**src/rtl/clk_div_pkg.sv**
```systemverilog
// -----------------------------------------------------------------------------
// clk_div_pkg
//   Shared constants and helpers for the clock-enable / flash divider family.
//
//   DEF_CLK_FREQ_HZ : default input clock frequency in Hz
//   DEF_OUT_FREQ_HZ : default flash frequency in Hz
//   half_count()    : clock cycles per half period of the output wave
//                     (truncating division); returns 0 for an unusable pair
//                     so that callers can reject it at elaboration.
// -----------------------------------------------------------------------------
package clk_div_pkg;

   localparam int DEF_CLK_FREQ_HZ = 100_000_000;
   localparam int DEF_OUT_FREQ_HZ = 2;

   function automatic int half_count(input int clk_hz, input int out_hz);
      int half;
      // A zero or negative frequency yields 0, which the top rejects.
      if (clk_hz <= 0 || out_hz <= 0) begin
         half = 0;
      end else begin
         half = clk_hz / (2 * out_hz);
      end
      return half;
   endfunction

endpackage : clk_div_pkg

```
**src/rtl/clk_2hz_mod_counter.sv**
```systemverilog
// -----------------------------------------------------------------------------
// mod_counter
//   Modulo-MOD up counter with a synchronous active-high reset.
//   Counts 0..MOD-1 on cycles where inc=1 and flags the cycle that wraps.
//
//   Parameters : MOD   - modulus (>= 1); MOD == 1 keeps count at 0
//                WIDTH - counter width, must hold MOD-1
//   Ports      : clk   - system clock, rising edge
//                rst   - synchronous reset, active high (count -> 0)
//                inc   - advance the count this cycle
//                count - current count value (registered)
//                wrap  - inc is set and count is at MOD-1; the next edge
//                        returns count to 0 (combinational from inc/count)
// -----------------------------------------------------------------------------
module mod_counter #(
   parameter int MOD   = 5,
   parameter int WIDTH = 3
) (
   input  logic             clk,
   input  logic             rst,
   input  logic             inc,
   output logic [WIDTH-1:0] count,
   output logic             wrap
);

   localparam logic [WIDTH-1:0] LAST = WIDTH'(MOD - 1);

   logic at_last;

   always_comb begin
      at_last = (count == LAST);
      wrap    = inc && at_last;
   end

   // NOTE: state registers use non-blocking assignments so every flop
   // samples the pre-edge values of the others, independent of block order.
   always_ff @(posedge clk) begin
      if (rst) begin
         count <= '0;
      end else if (inc) begin
         if (at_last) begin
            count <= '0;
         end else begin
            count <= count + 1'b1;
         end
      end
   end

endmodule : mod_counter

```
**src/rtl/clk_2hz.sv**
```systemverilog
// -----------------------------------------------------------------------------
// clk_2hz
//   Divides clk down to a 50% duty square wave "flash" at OUT_FREQ_HZ and
//   emits a one-cycle "tick" on the cycle flash rises.
//
//   Parameters : CLK_FREQ_HZ - input clock frequency (Hz)
//                OUT_FREQ_HZ - flash frequency (Hz)
//                HALF = CLK_FREQ_HZ / (2*OUT_FREQ_HZ) cycles per half period;
//                HALF < 1 stops elaboration.
//   Ports      : clk   - system clock, rising edge
//                rst   - synchronous reset, active high; clears count,
//                        flash and tick and wins over en and the wrap
//                en    - count enable (only with CLK_2HZ_PAUSE_EN defined);
//                        en=0 freezes count and flash, tick stays 0
//                flash - registered square wave
//                tick  - registered pulse, high in the cycle flash is 1
//                        after a 0->1 change
//   Macro      : CLK_2HZ_PAUSE_EN - adds the en port; without it the
//                divider runs every cycle.
// -----------------------------------------------------------------------------
module clk_2hz
   import clk_div_pkg::*;
#(
   parameter int CLK_FREQ_HZ = DEF_CLK_FREQ_HZ,
   parameter int OUT_FREQ_HZ = DEF_OUT_FREQ_HZ
) (
   input  logic clk,
   input  logic rst,
`ifdef CLK_2HZ_PAUSE_EN
   input  logic en,
`endif
   output logic flash,
   output logic tick
);

   localparam int HALF  = half_count(CLK_FREQ_HZ, OUT_FREQ_HZ);
   // Keep the counter legal even for a rejected HALF so the only
   // elaboration message is the fatal below.
   localparam int MOD   = (HALF < 1) ? 1 : HALF;
   localparam int WIDTH = (MOD > 1) ? $clog2(MOD) : 1;

   if (HALF < 1) begin : g_bad_params
      $fatal(1, "clk_2hz: CLK_FREQ_HZ=%0d OUT_FREQ_HZ=%0d gives HALF=%0d (< 1)",
             CLK_FREQ_HZ, OUT_FREQ_HZ, HALF);
   end

   logic             inc;
   logic             wrap;
   logic [WIDTH-1:0] cnt;

`ifdef CLK_2HZ_PAUSE_EN
   assign inc = en;
`else
   assign inc = 1'b1;
`endif

   mod_counter #(
      .MOD   (MOD),
      .WIDTH (WIDTH)
   ) u_cnt (
      .clk   (clk),
      .rst   (rst),
      .inc   (inc),
      .count (cnt),
      .wrap  (wrap)
   );

   // tick is loaded with the old ~flash on each wrap, so it is set only when
   // flash is going 0->1 and cleared on every other cycle.
   always_ff @(posedge clk) begin
      if (rst) begin
         flash <= 1'b0;
         tick  <= 1'b0;
      end else begin
         tick <= 1'b0;
         if (wrap) begin
            flash <= ~flash;
            tick  <= ~flash;
         end
      end
   end

endmodule : clk_2hz

```
**config.mk**
```make
export PLATFORM = sky130hd
export DESIGN_NAME = clk_2hz
export DESIGN_NICKNAME = d
export VERILOG_FILES = /design/src/rtl/clk_div_pkg.sv /design/src/rtl/clk_2hz_mod_counter.sv /design/src/rtl/clk_2hz.sv
export SDC_FILE = /design/constraint.sdc
export NUM_CORES = 1
export LEC_CHECK = 0
export CAP_MARGIN = 20
export CORE_ASPECT_RATIO = 0.7
export CORE_MARGIN = 2
export CORE_UTILIZATION = 45
export CTS_CLUSTER_SIZE = 30
export DETAILED_ROUTE_END_ITERATION = 7
export GPL_TIMING_DRIVEN = 0
export SYNTH_ARGS = -nofsm -noshare
export SYNTH_HDL_FRONTEND = slang
export SYNTH_HIERARCHICAL = 1
export SYNTH_SLANG_ARGS = --single-unit
```
**constraint.sdc**
```tcl
create_clock -name clk -period 2.1 [get_ports clk]
set_input_delay 0.42 -clock clk [delete_from_list [all_inputs] [get_ports clk]]
set_output_delay 0.42 -clock clk [all_outputs]
set_load 0.02 [all_outputs]
```
; After elaboration in Yosys (flattened, before gate mapping)
; Cells that the tools add are included.
[totals]
in_bits = 2
wordCells = 9
reg_bits = 27
[classes]
eq_ne = 1
n_bitwise = 2
n_reduce_logical = 2
n_addsub = 1
[ops]
columns = cell, n
row1 = $add 25x1->25 const B, 1
row2 = $eq 25x25->1 const B, 1
row3 = $reduce_or 2->1, 2
row4 = $not 1->1, 2

; Depth between registers and ports, before layout
[depth]
word_depth = 3
depth_mapped = 6
mapped_depth_nobuf = 6

; Modules after synthesis
; Netlist, hierarchy kept.
[by_module_without_submodules]
columns = module, cells_per_inst, n_inst, area_per_inst_um2
row1 = mod_counter, 141, 1, 1214.9
row2 = clk_2hz, 6, 1, 63.8

; Worst setup path after synthesis
; OpenSTA, ideal clock, no wires.
[synth_timing]
kind = register to register
from = register u_cnt.count[0]
to = register u_cnt.count[19]
arrival_time_ns = 1.740
required_ns = 1.975
path_slack_ns = 0.235
stages_incl_launch_ff = 7
period_less_slack_ns = 1.865
path_cell_list = dfxtp_1 > ha_1 > nand3_1 > or4_1 > o21bai_2 > buf_4 > a21oi_1
[synth_between]
elab_chain_len = 2
[synth_rtl]
columns = item, line_no
row1 = start: declaration, clk_2hz_mod_counter.sv:22  ; output logic [WIDTH-1:0] count,
row2 = start signal: assignment, clk_2hz_mod_counter.sv:44  ; count <= count + 1'b1;
row3 = "parallel branches: the longest is 2 deep, another holds $add 25x1->25", n/a
; Parallel ways; which one is timed is not known.
; A chain may end at the register's enable or synchronous reset.

; Worst setup path in the final report
[layout_timing]
from = register u_cnt.count[1]
to = register u_cnt.count[22]
; The elaborated chain is that of the path after synthesis.

==> flow_summary.toml <==
[synthesis]
syn_nets = 150
yosysWarnings = 6
syn_area_sq_um = 1280
async_flop_share_pct = 0
synth-edff-count = 0
ys_seq_elements = 27
syn-mean-instance-area_sq_um = 8.70
synth_ff_type = "dfxtp_1"
synth.distinct_cells = 30
ys_seq_area_share_pct = 42.3
syn_inst = 147

[place]
dp_hpwl_um = 1950
io_buffers = 3
dp.cells = 186
placed_cell_area_sq_um = 1350
routabilityCongestion = 0.779

[clock_network]
cts_buffers = 3
cts_tree = "yes"
htree_levels = 1
clk_pin_slew_ps = 90
cts.sinks = 27
ctsRootBufferMaster = "clkbuf_8"
cts_buffer_depth = 2
clkLatencyLatePin_ps = 270

[global_routing]
grt_pass1_vias = 983
grt_max_degree = 15
antenna_found_initial = 0
grt_pass1_wl_um = 4520
grtUsageTotal_pct = 18.5
gr-total-overflow = 0

[routing]
wl_um = 2640
top_layer = "met4"
wl_met2_um = 1120
drc = 0
wl_per_cell_um = 13.8
via_per_inst = 5.53
met3_length_um = 150
drt_iter0_markers = 67
firstDrtPassIters = 4
ant_nets = 0
vias = 1056
wl_met1_um = 1340

[cells_and_area]
n_antenna_cell = 0
areaGrowthSynthToFinish_pct = 11.4
finalInstanceArea_sq_um = 1420
layout_common_cells = "dfxtp_1 (26), nor2_1 (17), or3_1 (11)"
drive_gt1_share_pct = 11.0
mostFrequentLayoutCell = "dfxtp_1"
stdcell_count = 191
nets = 159

[critical_path]
reg2reg_slack_ps = 110
r2r_end = "u_cnt/count[22]$_SDFFE_PP0P_"
r2r_start = "u_cnt/count[1]$_SDFFE_PP0P_"
critPathSlowestCell = "or4_4"
startpoint_type = "flip-flop"
worstPathMaxFanout = 10
crit_path_end_kind = "flip-flop"
crit_family = "simple AND/OR/NAND/NOR gates"
required_ps = 2310
cpPeakStageDelay_ps = 550
crit_chain = "ha_1 > nand3_2 > or4_4 > buf_6 > or3_1 > a21oi_2"
crit_buf_inv = 1
ff2ff_path_depth = 6
crit_arrival_ps = 2200
crit_type = "reg -> reg"

[timing]
finalHoldViolCount = 0
setup_viol = 0
max_freq_ghz = 0.503
hold_ws_ps = 484
min_period_over_period_pct = 94.7
tns_ps = 0
slew_violations = 0
skew_ps = 4.12
min_period_ps = 1990

[power]
powerDensity_nw_per_um2 = 591
p_switching_mw = 0.176
p_leak_nw = 0.434
ir_worst_vdd_v = 0.000276
pwr-share-comb_pct = 3.5
power_mw = 0.842
pwr-share-seq_pct = 61.8
p_int_mw = 0.666
switching_share_pct = 20.9
clockPowerShare_pct = 34.7

[floorplan]
initial_core_util_pct = 46.6
fp.dieH_um = 48.6
core_area_sq_um = 2740
die_w_um = 67.7
rows = 16
pin_count = 4
die_area_sq_um = 3290

[worst_hold_path]
min-delay-start = "flash$_SDFFE_PP0P_"
hold_path.class = "reg -> reg"
min_to = "tick$_SDFF_PP0_"
hold_depth = 1

[status]
status = "completed"

[job]
drv_cap = 0
==> cell usage after synthesis (2+ instances only) <==
library cell,instances,share of area (%)
dfxtp_1,27,42
nor2_1,17,5.0
or3_1,11,5.4
nand2_1,10,2.9
a21oi_1,9,3.5
nand4_1,8,3.9
o21ai_0,8,3.1
xnor2_1,7,4.8
nand3_1,6,2.3
xor2_1,6,4.1
and3_1,5,2.4
or4_1,5,2.9
o31ai_1,4,2.3
a21oi_2,3,2.1
and4_1,2,1.4
buf_4,2,1.2
clkbuf_1,2,0.59
nor4_1,2,0.98
nor4b_1,2,1.4
==> per-layer routing <==
| metal | vias up | GRT usage [%] |
|---|---|---|
| met5 | - | 0 |
| met4 | 0 | 4.08 |
| met3 | 5 | 5.58 |
| met2 | 16 | 28.1 |
| met1 | 484 | 25.8 |
| li1 | 551 | - |
==> power by group through the flow <==
| stage | sequential [mW] | clock [mW] | combinational [mW] |
|---|---|---|---|
| floorplan | 0.531 | 0 | 0.0199 |
| global placement | 0.532 | 0 | 0.0262 |
| detailed placement | 0.532 | 0 | 0.0265 |
| CTS | 0.520 | 0.302 | 0.0276 |
| global route | 0.522 | 0.323 | 0.0326 |
| finish | 0.520 | 0.292 | 0.0296 |
==> cells by family (layout without fill, tap and decap cells) <==
family / Yosys count / after routing / synth area share [%]
compound gates: 25 / 25 / 11.9
fa+ha+maj: 1 / 1 / 0.978
simple gates: 72 / 72 / 31.5
buf+inv: 7 / 15 / 3.33
mux: 1 / 1 / 0.783
other cells: 1 / 1 / 0.293
xor+xnor: 13 / 13 / 8.90
flops: 27 / 27 / 42.3
==> how the worst max path moves through the flow <==
stage,startpoint,cells after the start,end,slack (ps)
5_1_grt,u_cnt/count[1]$_SDFFE_PP0P_,6,u_cnt/count[22]$_SDFFE_PP0P_,-10
2_1_floorplan,u_cnt/count[0]$_SDFFE_PP0P_,6,u_cnt/count[19]$_SDFFE_PP0P_,230
3_5_place_dp,u_cnt/count[0]$_SDFFE_PP0P_,6,u_cnt/count[0]$_SDFFE_PP0P_,-130
6_report,u_cnt/count[1]$_SDFFE_PP0P_,6,u_cnt/count[22]$_SDFFE_PP0P_,110
4_1_cts,u_cnt/count[0]$_SDFFE_PP0P_,6,u_cnt/count[0]$_SDFFE_PP0P_,30
3_3_place_gp,u_cnt/count[0]$_SDFFE_PP0P_,6,u_cnt/count[2]$_SDFFE_PP0P_,-70
==> repair_timing <==
| action | 4_1_cts | 5_1_grt |
|---|---|---|
| buffers inserted | 0 | 1 |
| hold buffers | 0 | 0 |
| setup endpoints to repair | 20 | 21 |
| gates resized for setup | 2 | 2 |
| cloned | 0 | 0 |
| pin swaps | 0 | 1 |
==> stage by stage <==
stage | worst slack (ps) | utilization, %
floorplan | 235 | -
global placement | -73.6 | 49.4
detailed placement | -130 | 49.4
CTS | 32.2 | 51.4
global route | -10.4 | 51.9
finish | 110 | 51.9
==> area by class of cell <==
class	count	area, sq um
fillers	255	1320
multi-input cells	113	712
flip-flops and latches	27	542
clock buffers	4	45.0
well taps	36	45.0
plain buffers	6	38.8
repair buffers	4	37.5
inverters	1	3.75
==> sequential cells by signal, summed over array words and instances (netlist names) <==
register,cells
u_cnt/count,25
tick,1
flash,1
No activity file was read; power rests on OpenSTA's default activity.
==> variant 1: new RTL, same flow settings <==
Change the package constant `DEF_CLK_FREQ_HZ` from 100_000_000 to 200_000_000.
--- a/src/rtl/clk_div_pkg.sv
+++ b/src/rtl/clk_div_pkg.sv
@@ -11,5 +11,5 @@
 package clk_div_pkg;
 
-   localparam int DEF_CLK_FREQ_HZ = 100_000_000;
+   localparam int DEF_CLK_FREQ_HZ = 200_000_000;
    localparam int DEF_OUT_FREQ_HZ = 2;
 
Function: same outputs for any inputs over 10 cycles, from zero or initial values and one cycle with rst high; that may be too few to reach the edited logic, so the function may still have changed.
==> variant 1 against the original RTL <==
Final area increased by 13%. Power increased by 8.1%. Sequential cell count increased by 1. Area after synthesis increased by 13%. Highest routed layer unchanged. Wire length increased by 20%. Die area increased by 12%. Sequential share of layout area decreased by 3.1 points. Setup slack got worse by 0.0042 ns.
==> variant 1: results (changes against the original RTL) <==
Post-DP HPWL=2258 um (+16%); outcome=finished clean; global routing usage summed across all routing layers=19.09% (+0.59 points); most common flop cell mapped by yosys=sky130_fd_sc_hd__dfxtp_1; antenna violations before repair=0 (unchanged); share of cell area taken by muxes after synthesis=0.6903% (-0.093 points); Yosys warning count=6 (unchanged); Final GP Congestion=0.8351 (+7.3%); registers with the most flip-flops=u_cnt/count: 26 flops, flash: 1 flops, tick: 1 flops; clk slew on worst S/H paths=0.09 ns (about the same); Worst Hold Launch=flash; total routed wirelength=3163 um (+20%); maximum number of pins on one net before global-route repair=16 (+1); R2R depth=5 (-1); clock root buffer=sky130_fd_sc_hd__clkbuf_8; number of nets in the finished design=179 (+13%); Reg2Reg Setup Slack=0.11 ns; last element of the critical path=u_cnt/count[18]; static leakage=0.0004952 uW (+14%); slowest stage delay, CP=0.56 ns; Diodes inserted=0 (unchanged); detailed-routing iteration count for the pre-antenna-repair pass=4 (unchanged); net switching component of the power=191.6 uW (+8.9%); fraction of layout instances using a drive strength above 1=16.09% (+5.1 points); placed instance area=1528 um^2 (+13%); via count of the first global-routing pass=1103 (+12%); top fanout value on the critical path=8 (-2); buffers added on ports=3 (unchanged); adder-cell share of the synthesized area=1.726% (+0.75 points); sequential area share after synthesis=38.65% (-3.6 points); vias per cell=6.019 (+8.9%); Starting DRT DRC Count=57 (-15%); CTS tree=done; compound-gate portion of the synthesized area=11.91% (-0.031 points); Worst VDD drop=432.3 uV (+57%); top area cells in the synthesized netlist=sky130_fd_sc_hd__dfxtp_1 39%, sky130_fd_sc_hd__xnor2_1 5.4%, sky130_fd_sc_hd__nand4_1 4.7%; global-route wire length before repair=5423 um (+20%); worst-case clock buffer depth=2 (unchanged); unique cell type count in the Yosys netlist=35 (+17%); skew final=0.007067 ns (+0.002947 ns); endpoint arrival time on the critical path=2.20 ns (about the same); parity-gate share of the synthesized area counting xor and xnor cells=8.456% (-0.45 points); hold crit path type=flop to flop; number of H-tree levels=1 (unchanged); Num CTS Buffers=3 (unchanged); Peak Freq=501.5 MHz (-0.21%); most numerous cell types in the synthesized netlist=28 x sky130_fd_sc_hd__dfxtp_1, 16 x sky130_fd_sc_hd__nor2_1, 11 x sky130_fd_sc_hd__nand4_1; Mapped Nets=168 (+12%); Clk Latency, worst-skew pair=approximately 0.28 ns; pre-CTS setup slack=-0.1350 ns (-0.004783 ns); crit path from=u_cnt/count[0]; slowest stage cell, crit path=sky130_fd_sc_hd__or4_1; share of flip-flops with an asynchronous set or reset after synthesis=0% (unchanged)
==> variant 1: changes by cell type in the layout (fill, tap and decap cells not counted), moves of 3 or more <==
cell,unedited run,this run
sky130_fd_sc_hd__or3_1,11,3
sky130_fd_sc_hd__nor3_1,0,5
sky130_fd_sc_hd__o21ai_0,8,3
sky130_fd_sc_hd__and3_1,5,1
sky130_fd_sc_hd__nand3_1,5,9
sky130_fd_sc_hd__o31ai_1,4,8
sky130_fd_sc_hd__clkbuf_1,3,0
sky130_fd_sc_hd__nand4_1,8,11
sky130_fd_sc_hd__nor4_1,2,5
sky130_fd_sc_hd__or4_1,4,7
==> variant 1: layout make-up <==
type                       count  area, um^2
fill                         309        1493
multi-input combinational    126       824.5
sequential                    28       563.0
buffer                         8       62.56
clock buffer                   4       55.05
timing repair buffer           6       52.55
tap                           38       47.55
inverter                       2       7.507
==> variant 1: metrics by stage <==
stage / utilization, % / total power [uW] / instances / hold slack, ns
finish: 51.93 / 910.0 / 212 / 0.4735
global route: 51.93 / 950.3 / 212 / 0.5022
CTS: 51.69 / 923.5 / 212 / 0.4778
detailed placement: 49.19 / 585.5 / 205 / 0.4630
global placement: 49.19 / 583.9 / 205 / 0.4469
floorplan: - / 576.0 / 164 / 0.4468
==> variant 1: timing repair <==
item	in CTS	in global routing
endpoints found under the setup margin	20	27
setup buffers	3	0
pin swaps	2	0
gates resized for setup	0	3
==> variant 1: worst min path at each step <==
stage	to	slack, ns	depth (start not counted)
after floorplan	u_cnt/count[25]	0.45	2
after detailed placement	tick	0.46	1
after CTS	tick	0.48	1
after global placement	tick	0.45	1
final	tick	0.47	1
after global routing	tick	0.50	1
==> variant 1: power by group through the flow <==
stage	registers [uW]	clock network, uW	logic (uW)
after CTS	544	347	32.6
after global placement	555	0	28.5
after detailed placement	556	0	29.5
after floorplan	554	0	22.2
final	545	332	33.3
after global routing	546	368	36.4
==> variant 1: kinds of logic after synthesis <==
group                      Yosys count
AOI/OAI and AO/OA                   25
xor gates and xnor gates            14
adders and majority gates            2
buffers and inverters               10
DFF                                 28
muxes                                1
other                                1
and+or+nand+nor                     83
==> variant 1: layer usage <==
metal  up-vias  share of wire, %  global-route usage (%)
li1        632                 -                       -
met1       606                51                   26.41
met2        29                42                   28.09
met3         9               4.8                   5.426
met4         0               2.2                   7.547
met5         -                 0                       0
==> variant 1: worst max-delay path, delay by kind of cell (launching register included) <==
| kind | cells | cell delay, ns |
|---|---|---|
| flops | 1 | 0.43 |
| compound gates | 1 | 0.14 |
| simple gates | 3 | 1.16 |
| fa+ha+maj | 1 | 0.19 |
==> variant 2: new RTL, same flow settings <==
Made on the original files. Reset style: asynchronous (`rst`), changed in 2 clocked blocks. Comments in the files are not updated.
--- a/src/rtl/clk_2hz_mod_counter.sv
+++ b/src/rtl/clk_2hz_mod_counter.sv
@@ -35,5 +35,5 @@
    // NOTE: state registers use non-blocking assignments so every flop
    // samples the pre-edge values of the others, independent of block order.
-   always_ff @(posedge clk) begin
+   always_ff @(posedge clk or posedge rst) begin
       if (rst) begin
          count <= '0;
--- a/src/rtl/clk_2hz.sv
+++ b/src/rtl/clk_2hz.sv
@@ -68,5 +68,5 @@
    // tick is loaded with the old ~flash on each wrap, so it is set only when
    // flash is going 0->1 and cleared on every other cycle.
-   always_ff @(posedge clk) begin
+   always_ff @(posedge clk or posedge rst) begin
       if (rst) begin
          flash <= 1'b0;
Function: same outputs for any inputs over 10 cycles, from zero or initial values and one cycle with rst high; that may be too few to reach the edited logic, so the function may still have changed.
==> variant 2 against the original RTL <==
Area after synthesis is 3.7% higher. Setup slack better by 0.010 ns. Global-route usage shrank 2.2 points. Synthesized cell count shrank 8.8%. Sequential cell count unchanged. Final area is 8.8% higher. Cell count down 1.6%. First-iteration DRC count grew 4.5%. Critical path depth unchanged. Wire length fell by 6.8%. Largest cell class is now sequential cells.
Power is not compared: it rests on default switching activity, and its combinational part moved more than twofold at a synthesized area within 25%.
==> variant 2: results (changes against the original RTL) <==
average cell area after synthesis=9.898 um^2 (+14%); Diodes inserted=0 (unchanged); Post-CTS Hold Buffers=0 (unchanged); fraction of layout instances using a drive strength above 1=11.18% (+0.22 points); most common flop cell mapped by yosys=sky130_fd_sc_hd__dfrtp_1; startpoint of the lowest-slack register-to-register path=u_cnt/count[0]; number of nets in the finished design=156 (-1.9%); share of flip-flops with an asynchronous set or reset after synthesis=100.0% (+100 points); Post-DP HPWL=1728 um (-11%); hold crit path type=input port to asynchronous set/reset pin; Peak Freq=505.2 MHz (+0.51%); antenna violations before repair=0 (unchanged); pre-CTS setup slack=-0.009136 ns (+0.1211 ns); Reg2Reg Setup Slack=~0.12 ns; slowest stage cell, crit path=sky130_fd_sc_hd__or4_1; static leakage=approximately 0.00067 uW; Final GP Congestion=0.7555 (-3.0%); slowest stage delay, CP=0.49 ns (-0.06 ns); Num CTS Buffers=3 (unchanged); sequential area share after synthesis=50.94% (+8.7 points); crit path launch type=flop; number of H-tree levels=1 (unchanged); buffers added on ports=3 (unchanged); endpoint arrival time on the critical path=2.17 ns (-0.03 ns); non-filler cells in the finished layout=188 (-1.6%); top fanout value on the critical path=10 (unchanged); registers with the most flip-flops=u_cnt/count: 25 flops, flash: 1 flops, tick: 1 flops; unique cell type count in the Yosys netlist=28 (-6.7%); wire length per cell after detailed routing=13.10 um (-5.3%); via count=1004 (-4.9%); number of cells in the design after placement=178 (-4.3%); skew final=0.004124 ns (+0.000003740 ns); most numerous cell types in the synthesized netlist=27 x sky130_fd_sc_hd__dfrtp_1, 11 x sky130_fd_sc_hd__nor2_1, 11 x sky130_fd_sc_hd__xnor2_1; kind of cell adding the most delay to the critical path=simple AND/OR/NAND/NOR gates; worst-case clock buffer depth=2 (unchanged); Starting DRT DRC Count=70 (+4.5%); Clk Latency, worst-skew pair=0.27 ns (about the same); global-route wire length before repair=4174 um (-7.6%); Worst VDD drop=437.5 uV; maximum number of pins on one net before global-route repair=26 (+11); clk slew on worst S/H paths=0.09 ns (about the same); via count of the first global-routing pass=907 (-7.7%); detailed-routing iteration count for the pre-antenna-repair pass=4 (unchanged); clock root buffer=sky130_fd_sc_hd__clkbuf_8; last element of the critical path=u_cnt/count[22]; outcome=finished clean; global routing usage summed across all routing layers=16.30% (-2.2 points); top area cells in the synthesized netlist=sky130_fd_sc_hd__dfrtp_1 51%, sky130_fd_sc_hd__xnor2_1 7.3%, sky130_fd_sc_hd__or3_1 4.2%; Yosys warning count=6 (unchanged)
variant 2: changes by cell type in the layout (fill, tap and decap cells not counted), sizes merged, moves of 5 or more:
| cell | change |
|---|---|
| dfrtp | +27 |
| dfxtp | -27 |
| conb | +5 |
| inv | +6 |
| nor2 | -6 |
variant 2: cell families (layout without fill, tap and decap cells):
family          Yosys count  count (layout)  synth area share (%)
fa+ha+maj                 1               1                0.9432
flops                    27              27                 50.94
other cells               1               6                0.2827
simple gates             59              59                 26.13
compound gates           18              18                 6.981
mux                       1               1                0.7547
xor+xnor                 16              16                 10.57
buf+inv                  11              24                 3.396
variant 2: stage by stage:
stage / setup TNS (ns) / hold WS [ns] / cell area [um^2]
floorplan: 0 / 0.1612 / 1345
global placement: 0 / 0.4768 / 1420
detailed placement: -0.009136 / 0.4880 / 1420
CTS: 0 / 0.3132 / 1479
global route: -0.0005038 / 0.3258 / 1549
finish: 0 / 0.3171 / 1549
variant 2: layout make-up:
type	count	area, um^2
Buffer	4	18.77
Clock buffer	4	45.04
Fill cell	267	1254
Inverter	7	26.28
Multi-Input combinational cell	101	643.1
Sequential cell	27	675.6
Tap cell	36	45.04
Timing Repair Buffer	9	95.09
variant 2: metal layers:
layer | up-vias | global-route usage, % | wire length [um]
met3 | 2 | 5.543 | 76
met1 | 487 | 25.71 | 1304
met4 | 0 | 0.9804 | 4
met5 | - | 0 | 0
met2 | 10 | 22.60 | 1077
li1 | 505 | - | -
variant 2: where the power goes:
group,switching (uW),internal (uW),leakage (uW)
logic,88.1,120,0.000307
registers,88.6,584,0.000345
clock network,155,136,0.0000228
variant 2: timing repair:
item                                    in CTS  in global routing
pin swaps                                    1                  1
cloned                                       0                  0
resized for setup                            1                  3
hold endpoints to repair                     0                  0
setup buffers                                1                  4
endpoints found under the setup margin       6                 14
